File: src/rtl/mult_div_unit.sv
// Multi-cycle multiply/divide unit with HI/LO result registers.
// MULT/MULTU use radix-2 shift-add; DIV/DIVU use restoring division.
// Both run on operand magnitudes, and the signs are applied in FIN.
// Timing: the accepting edge latches the operands. The next edge raises busy.
// 32 iteration edges follow, then the FIN edge writes HI/LO, so the
// result lands on the 34th edge after acceptance.
//
//   state | meaning
//   IDLE  | waiting for start; mthi/mtlo moves allowed
//   MUL   | shift-add iterations (first cycle only raises busy)
//   DIV   | restoring-division iterations (first cycle only raises busy)
//   FIN   | sign correction, HI/LO write, done pulse
module mult_div_unit #(
  parameter int DATA_WIDTH = 32
) (
  input  logic                  clk,
  input  logic                  rst,
  input  logic                  start,
  input  logic [1:0]            op,
  input  logic [DATA_WIDTH-1:0] src_a,
  input  logic [DATA_WIDTH-1:0] src_b,
  input  logic                  mthi,
  input  logic                  mtlo,
  input  logic [DATA_WIDTH-1:0] wd,
  output logic                  busy,
  output logic                  done,
  output logic [DATA_WIDTH-1:0] hi,
  output logic [DATA_WIDTH-1:0] lo
);

  localparam int W  = DATA_WIDTH;
  localparam int CW = $clog2(DATA_WIDTH);
  localparam logic [CW-1:0] LAST = CW'(DATA_WIDTH - 1);

  typedef enum logic [1:0] {IDLE, MUL, DIV, FIN} state_t;

  state_t        state;
  logic [CW-1:0] cnt;
  logic [W-1:0]  mag_a, mag_b, raw_a;
  logic [W-1:0]  acc_hi, acc_lo;
  logic          neg_q, neg_r, is_div, div_zero;

  logic          a_neg, b_neg;
  logic [W-1:0]  abs_a, abs_b;
  logic [W:0]    mul_sum;
  logic [W:0]    div_shift;
  logic          div_ok;
  logic [W-1:0]  div_rem;
  logic [2*W-1:0] prod_fix;
  logic [W-1:0]  q_fix, r_fix;

  // Operand magnitudes, one iteration step of each algorithm, and sign fix-up.
  always_comb begin
    a_neg     = ~op[0] & src_a[W-1];
    b_neg     = ~op[0] & src_b[W-1];
    abs_a     = a_neg ? -src_a : src_a;
    abs_b     = b_neg ? -src_b : src_b;
    mul_sum   = {1'b0, acc_hi} + {1'b0, (acc_lo[0] ? mag_a : '0)};
    div_shift = {acc_hi, acc_lo[W-1]};
    div_ok    = div_shift >= {1'b0, mag_b};
    // The true difference is below the divisor, so W bits are enough for it.
    div_rem   = div_shift[W-1:0] - mag_b;
    prod_fix  = neg_q ? -{acc_hi, acc_lo} : {acc_hi, acc_lo};
    q_fix     = neg_q ? -acc_lo : acc_lo;
    r_fix     = neg_r ? -acc_hi : acc_hi;
  end

  // Sequencer, datapath registers and the architectural HI/LO.
  always_ff @(posedge clk) begin
    if (rst) begin
      state    <= IDLE;
      cnt      <= '0;
      mag_a    <= '0;
      mag_b    <= '0;
      raw_a    <= '0;
      acc_hi   <= '0;
      acc_lo   <= '0;
      neg_q    <= 1'b0;
      neg_r    <= 1'b0;
      is_div   <= 1'b0;
      div_zero <= 1'b0;
      busy     <= 1'b0;
      done     <= 1'b0;
      hi       <= '0;
      lo       <= '0;
    end else begin
      done <= 1'b0;
      case (state)
        IDLE: begin
          if (start) begin
            mag_a    <= abs_a;
            mag_b    <= abs_b;
            raw_a    <= src_a;
            neg_q    <= a_neg ^ b_neg;
            neg_r    <= a_neg;
            is_div   <= op[1];
            div_zero <= (src_b == '0);
            acc_hi   <= '0;
            acc_lo   <= op[1] ? abs_a : abs_b;
            cnt      <= '0;
            state    <= op[1] ? DIV : MUL;
          end else begin
            if (mthi) hi <= wd;
            if (mtlo) lo <= wd;
          end
        end
        MUL: begin
          if (!busy) begin
            busy <= 1'b1;
          end else begin
            {acc_hi, acc_lo} <= {mul_sum, acc_lo[W-1:1]};
            cnt <= cnt + 1'b1;
            if (cnt == LAST) state <= FIN;
          end
        end
        DIV: begin
          if (!busy) begin
            busy <= 1'b1;
          end else begin
            acc_hi <= div_ok ? div_rem : div_shift[W-1:0];
            acc_lo <= {acc_lo[W-2:0], div_ok};
            cnt    <= cnt + 1'b1;
            if (cnt == LAST) state <= FIN;
          end
        end
        FIN: begin
          if (!is_div) begin
            {hi, lo} <= prod_fix;
          end else if (div_zero) begin
            hi <= raw_a;
            lo <= '1;
          end else begin
            hi <= r_fix;
            lo <= q_fix;
          end
          done  <= 1'b1;
          busy  <= 1'b0;
          state <= IDLE;
        end
        default: state <= IDLE;
      endcase
    end
  end

endmodule

File: config.mk
export PLATFORM = sky130hd
export DESIGN_NAME = mult_div_unit
export DESIGN_NICKNAME = d
export VERILOG_FILES = /design/src/rtl/mult_div_unit.sv
export SDC_FILE = /design/constraint.sdc
export NUM_CORES = 1
export LEC_CHECK = 0
export CELL_PAD_IN_SITES_DETAIL_PLACEMENT = 0
export CELL_PAD_IN_SITES_GLOBAL_PLACEMENT = 1
export CORE_ASPECT_RATIO = 2
export CORE_MARGIN = 5
export CORE_UTILIZATION = 39
export DETAILED_ROUTE_END_ITERATION = 6
export GPL_TIMING_DRIVEN = 0
export PLACE_DENSITY = 0.87
export SLEW_MARGIN = 15
export SYNTH_ARGS = -nofsm -noshare
export SYNTH_HDL_FRONTEND = slang
export SYNTH_SLANG_ARGS = --single-unit
File: constraint.sdc
create_clock -name clk -period 3.3 [get_ports clk]
set_input_delay 0.66 -clock clk [delete_from_list [all_inputs] [get_ports clk]]
set_output_delay 0.66 -clock clk [all_outputs]
set_load 0.02 [all_outputs]
==> run_results.csv, run 1 <==
group,metric,value,unit
critical_path,arrival,3.86,ns
layout,n_fill_cell,4297,
logic_synthesis,syn_area,17330,um2
floorplanning,fp.dieW,159.1,um
clock_tree,cts_sinks,236,
min_path,min_path_type,"flip-flop to flip-flop",
critical_path,timing.reg2reg.setup_slack,-0.14,ns
sta,whs,0.4526,ns
critical_path,crit_path_end,"acc_hi[24]",
sta,timing.final.ws_setup,-0.1381,ns
layout,drive_gt1_share,11.51,%
logic_synthesis,synth_area_per_cell,7.479,um2
critical_path,worstPathCellList,"clkbuf_16 > and2_4 > ha_4 > a211oi_2 > nor2_1 > or4_4 > o311ai_4 > buf_6 > a31oi_4 > or3_1 > a32oi_1 > o211ai_1",
route,wire_per_inst,28.67,um
clock_tree,clk_path_buf_depth,3,
logic_synthesis,ys_warn_count,0,
sta,final-setup-viol-count,10,
route,routed_wl,90110,um
floorplanning,start_util,39.34,%
logic_synthesis,ys_seq_area_share,27.26,%
sta,rsz0062_at_grt,"true",
route,ant_nets,0,
critical_path,startpoint_type,"flip-flop",
clock_tree,cts_root_buf,"clkbuf_16",
placement,dp_hpwl,72280,um
floorplanning,rows,109,
logic_synthesis,syn-num-nets,2497,
route,vias,19553,
clock_tree,htree_levels,1,
critical_path,cpMaxStageDelayCell,"or4_4",
sta,period_minus_slack,3.438,ns
layout,diodes,0,
route,first_pass_iters,7,
global_routing,track_usage,34.69,%
status,outcome,"complete, but fails checks",
layout,layout.nets,2751,
global_routing,grt_overflow,0,
critical_path,rr_worst_depth,12,
status,failed_checks,"negative setup slack",
global_routing,grt_start_max_net_pins,15,
clock_tree,clock_latency,0.56,ns
run,cap_violations,0,
sta,fin_skew,0.01244,ns
critical_path,r2r-start,"acc_lo[0]",
route,drc,0,
critical_path,slowest_delay,0.59,ns
global_routing,grt_pass1_wl,127500,um
sta,max_freq,290.9,MHz
logic_synthesis,synth_ff_type,"dfxtp_1",
critical_path,cp-end-kind,"flip-flop",
sta,max-slew-margin-rel,32.79,%
placement,gp_congestion,1.044,
pwr,p_leak,8.397,nW
floorplanning,die_h,308.1,um
sta,slew_viol_final,0,
clock_tree,cts_buffers,24,
logic_synthesis,yosysUniqueCellTypes,76,
placement,io_buffers,167,
layout,post-route-util,50.50,%
clock_tree,clk_pin_slew,0.07,ns
floorplanning,core_area,44050,um2
pwr,p_per_area,624.8,nW/um2
clock_tree,cts_tree,"yes",
logic_synthesis,syn_inst,2317,
sta,hold_violations,0,
logic_synthesis,synth_edf_count,0,
global_routing,grt_pass1_vias,19213,
sta,tightest_slew,1.008,ns
logic_synthesis,async_reset_ff_share,0,%
route,vias_per_cell,6.221,
critical_path,crit_type,"flip-flop to flip-flop",
global_routing,antenna_found_initial,0,
critical_path,startpoint,"acc_lo[0]",
critical_path,critical_path.max_fanout,8,
layout,syn_to_final_growth,28.36,%
layout,multi_input_area,12580,um2
logic_synthesis,ys_seq_elements,236,
route,drtIter0Drc,1652,
critical_path,r2r-end,"acc_hi[24]",
pwr,ir_worst_vdd,0.3266,mV
floorplanning,die-area,49010,um2
layout,ff_latch_area,4752,um2
floorplanning,ios,169,
sta,post-route-period-util,104.2,%
critical_path,critPathRequiredTime,3.72,ns
sta,tns,-0.6888,ns
## synth_stat cells, types with 26 or more instances
library cell	n	area (um2)
xor2_1	83	727.0
o31ai_1	32	240.2
ha_1	75	938.4
mux2i_1	43	430.4
dfxtp_1	236	4725
o21ai_0	137	685.7
a22oi_1	41	307.8
a211oi_1	99	743.2
a21o_1	26	195.2
nand3_1	34	170.2
nor2_1	215	807.0
nor3_1	44	220.2
o221ai_1	40	350.3
a21oi_1	207	1036
clkbuf_1	167	626.9
and2_1	42	262.8
inv_1	64	240.2
xnor2_1	101	884.6
nand2_1	260	975.9
## power breakdown
| group | switching, mW | internal [mW] |
|---|---|---|
| combinational | 4.38 | 2.39 |
| sequential | 0.519 | 3.47 |
| clock | 1.30 | 1.84 |
## layer usage
layer,vias to the layer above,global-route usage (%),share of wire (%)
met1,9281,33.78,33
li1,8939,-,-
met5,-,0,0
met3,364,3.998,4.6
met4,0,35.07,13
met2,969,61.61,49
## cell type report
type	count	area share (%)
Buffer	175	3.521
Clock buffer	31	3.049
Clock inverter	12	0.8719
Inverter	64	1.091
Multi-Input combinational cell	1832	56.55
Sequential cell	236	21.36
Tap cell	555	3.122
Timing Repair Buffer	238	10.43
## through the flow
step	std cells	worst slack [ns]	area (um2)	total power, mW
detailed placement	3039	-1.389	19720	10.09
CTS	3121	-0.1599	21650	13.54
finish	3143	-0.1381	22240	13.90
global route	3143	-0.2234	22240	14.45
floorplan	2317	0.03538	17340	7.629
global placement	3039	-1.387	19710	10.00
## what timing repair did
action,in CTS,in global routing
hold buffers,0,0
pin swaps,57,58
gates resized for setup,173,114
hold endpoints to repair,0,0
gates cloned,1,2
setup endpoints to repair,112,82
setup buffers,41,28
## state kept, by name, indices dropped and copies added (netlist names)
signal	count
acc_hi	32
acc_lo	32
busy	1
cnt	5
div_zero	1
done	1
hi	32
is_div	1
lo	32
mag_a	32
mag_b	32
neg_q	1
neg_r	1
raw_a	31
state	2
## how the worst min path moves through the flow
stage / to / start / depth (start not counted)
after floorplan: raw_a[11] / raw_a[11] / 2
after global placement: raw_a[13] / raw_a[13] / 2
after detailed placement: raw_a[5] / raw_a[5] / 2
after CTS: lo[24] / lo[24] / 2
after global routing: raw_a[13] / raw_a[13] / 2
final: lo[24] / lo[24] / 2
## kinds of logic (layout without fill, tap and decap cells)
logic type                 after synthesis  in the layout  synth area share (%)
buffers and inverters                  250            520                 5.502
adders and majority gates               77             77                 5.646
and+or+nand+nor                        761            761                 20.51
muxes                                   45             45                 2.614
DFF                                    236            236                 27.26
xor gates and xnor gates               184            184                 9.300
AOI/OAI and AO/OA                      764            765                 29.16
## critical path: cells and delay by family (launching register included)
kind	cells	cell delay (ns)
and+or+nand+nor	4	1.22
AOI/OAI and AO/OA	5	1.00
adders and majority gates	1	0.21
DFF	1	0.48
buffers and inverters	2	0.37
## placed cells by master, fill, tap and decap left out, types with 17 or more instances in the layout
cell / count
or3_1: 20
clkdlybuf4s50_1: 162
and2_1: 39
a22oi_1: 41
inv_1: 61
a211oi_1: 94
buf_4: 59
a31oi_1: 17
nor3_1: 38
dfxtp_1: 226
xor2_1: 77
o221ai_1: 38
ha_1: 61
nand2b_1: 17
xnor2_1: 94
and3_1: 19
o31ai_1: 29
mux2i_1: 42
a21o_1: 26
o21ai_0: 115
clkbuf_16: 28
clkbuf_1: 139
a21oi_1: 200
nand3_1: 29
o211ai_1: 25
a221oi_1: 19
nand2_1: 259
nor2_1: 203
Power figures use the tool's default switching activity.
==> inputs of run 2 (changes only) <==
--- a/config.mk
+++ b/config.mk
@@ -13,6 +13,7 @@
 export DETAILED_ROUTE_END_ITERATION = 6
 export GPL_TIMING_DRIVEN = 0
 export PLACE_DENSITY = 0.87
+export REMOVE_ABC_BUFFERS = 1
 export SLEW_MARGIN = 15
 export SYNTH_ARGS = -nofsm -noshare
 export SYNTH_HDL_FRONTEND = slang
==> run 2 against run 1 <==
- the run now ends clean
- largest power group unchanged
- combinational power shrank 12%
- total power shrank 3.2%
- setup slack gained 0.16 ns
- core utilization shrank 2.2 points
- count of clock-buffer cells in the layout is the same
- final cell count shrank 5.8%
- cell area shrank 4.3%
- critical path depth shrank 4
- critical path type is now input port to flip-flop
==> run_results.csv, run 2 (same netlist as run 1, synthesis figures left out) <==
group,metric,value,unit
critical_path,arrival,3.72,ns
route,vias,18461,
sta,whs,0.4491,ns
layout,syn_to_final_growth,22.79,%
route,first_pass_iters,6,
floorplanning,rows,109,
pwr,p_leak,7.985,nW
clock_tree,cts_hold_buf,0,
critical_path,worstPathCellList,"clkdlybuf4s50_1 > or4_4 > nor4_4 > nand3b_1 > o31ai_1 > xor2_1 > a221oi_1 > a22o_1",
pwr,p_per_area,632.4,nW/um2
layout,drive_gt1_share,10.27,%
route,wire_per_inst,23.74,um
sta,period_minus_slack,3.283,ns
clock_tree,cts_sinks,236,
clock_tree,cts_tree,"yes",
clock_tree,clock_latency,0.55,ns
critical_path,cp-end-kind,"flip-flop",
route,drtIter0Drc,1560,
sta,hold_violations,0,
critical_path,critical_path.max_fanout,4,
layout,layout_commonest_cell,"nand2_1",
layout,layout_common_cells,"nand2_1, nor2_1, dfxtp_1",
critical_path,cpMaxStageDelayCell,"or4_4",
floorplanning,die-area,49010,um2
placement,io_buffers,168,
critical_path,crit_type,"input port to flip-flop",
clock_tree,clk_path_buf_depth,3,
sta,final-setup-viol-count,0,
global_routing,grt_start_max_net_pins,124,
critical_path,slowest_delay,0.62,ns
global_routing,grt_pass1_vias,18117,
global_routing,antenna_found_initial,1,
sta,max_freq,304.6,MHz
global_routing,grt_pass1_wl,104300,um
floorplanning,fp.dieW,159.1,um
sta,rsz0062_at_grt,"true",
sta,max-slew-margin-rel,26.55,%
clock_tree,clk_pin_slew,0.06,ns
global_routing,grt_overflow,0,
route,vias_per_cell,6.235,
layout,layout.nets,2567,
floorplanning,core_area,44050,um2
sta,slew_viol_final,0,
floorplanning,die_h,308.1,um
clock_tree,htree_levels,1,
placement,dp_hpwl,51850,um
critical_path,critPathRequiredTime,3.74,ns
min_path,min_path_type,"flip-flop to flip-flop",
pwr,ir_worst_vdd,0.4873,mV
sta,fin_skew,0.01324,ns
status,outcome,"finished, final reports clean",
critical_path,startpoint_type,"input port",
clock_tree,cts_root_buf,"clkbuf_16",
route,drc,0,
floorplanning,ios,169,
route,ant_nets,0,
clock_tree,cts_buffers,25,
global_routing,track_usage,26.71,%
layout,post-route-util,48.30,%
run,cap_violations,0,
floorplanning,start_util,39.34,%
sta,post-route-period-util,99.49,%
route,routed_wl,70300,um
sta,tightest_slew,1.099,ns
placement,gp_congestion,0.9444,
run 2: cell types whose count changed in the layout (fill, tap and decap cells not counted), sizes merged:
| cell | before | now |
|---|---|---|
| a21oi | 208 | 207 |
| buf | 92 | 61 |
| bufinv | 5 | 8 |
| clkbuf | 185 | 32 |
| clkdlybuf4s50 | 162 | 166 |
| clkinv | 4 | 2 |
| clkinvlp | 2 | 6 |
| diode | 0 | 1 |
| dlymetal6s2s | 5 | 0 |
| inv | 65 | 63 |
run 2: final cells by class:
cell class	instances	area [um2]
clock buffers	31	698.2
diodes	1	2.502
repair inverters	1	5.005
fillers	4287	22770
inverters	64	244.0
flip-flops and latches	236	4785
repair buffers	228	2372
clock inverters	14	284.0
multi-input cells	1831	12190
well taps	555	694.4
run 2: final timing paths:
check          endpoint  slack (ns)       from  cells after the start
min reg2reg      lo[28]        0.45     lo[28]                      2
min              lo[28]        0.45     lo[28]                      2
max          acc_lo[23]        0.02   src_b[9]                      8
max reg2reg      hi[13]        0.03  acc_lo[8]                      9
run 2: critical path: cells and delay by family:
| kind | cells | cell delay [ns] |
|---|---|---|
| simple gates | 3 | 1.24 |
| xor+xnor | 1 | 0.62 |
| compound gates | 3 | 0.71 |
| buf+inv | 1 | 0.50 |
run 2: through the flow:
step	setup slack, ns	power, mW	cell area, um2	cells	setup TNS [ns]
2_1_floorplan	-1.522	7.445	16620	2131	-72.58
3_3_place_gp	-10.12	9.464	18990	2854	-1118.68
3_5_place_dp	-1.521	9.663	19350	2867	-91.73
4_1_cts	0.002725	13.28	20820	2934	0
5_1_grt	-0.07508	14.11	21280	2960	-0.2310
6_report	0.01688	13.46	21280	2961	0
run 2: per-layer routing:
layer  routed length [um]  global-route usage [%]
met5                    0                       0
met2                34330                   46.40
met4                 7632                   24.25
met1                24280                   28.21
met3                 4050                   2.808
run 2: power by group:
| part | internal [mW] | leakage, nW | total (mW) | switching, mW |
|---|---|---|---|---|
| clock network | 2.13 | 0.467 | 3.42 | 1.29 |
| registers | 3.47 | 1.95 | 4.09 | 0.628 |
| logic | 2.28 | 5.57 | 5.95 | 3.66 |
| total | 7.87 | 7.98 | 13.5 | 5.58 |
run 2: repair_timing:
item / 4_1_cts / 5_1_grt
pin swaps: 12 / 21
gates cloned: 3 / 0
endpoints found under the setup margin: 132 / 94
resized for setup: 65 / 78
buffers inserted: 19 / 26
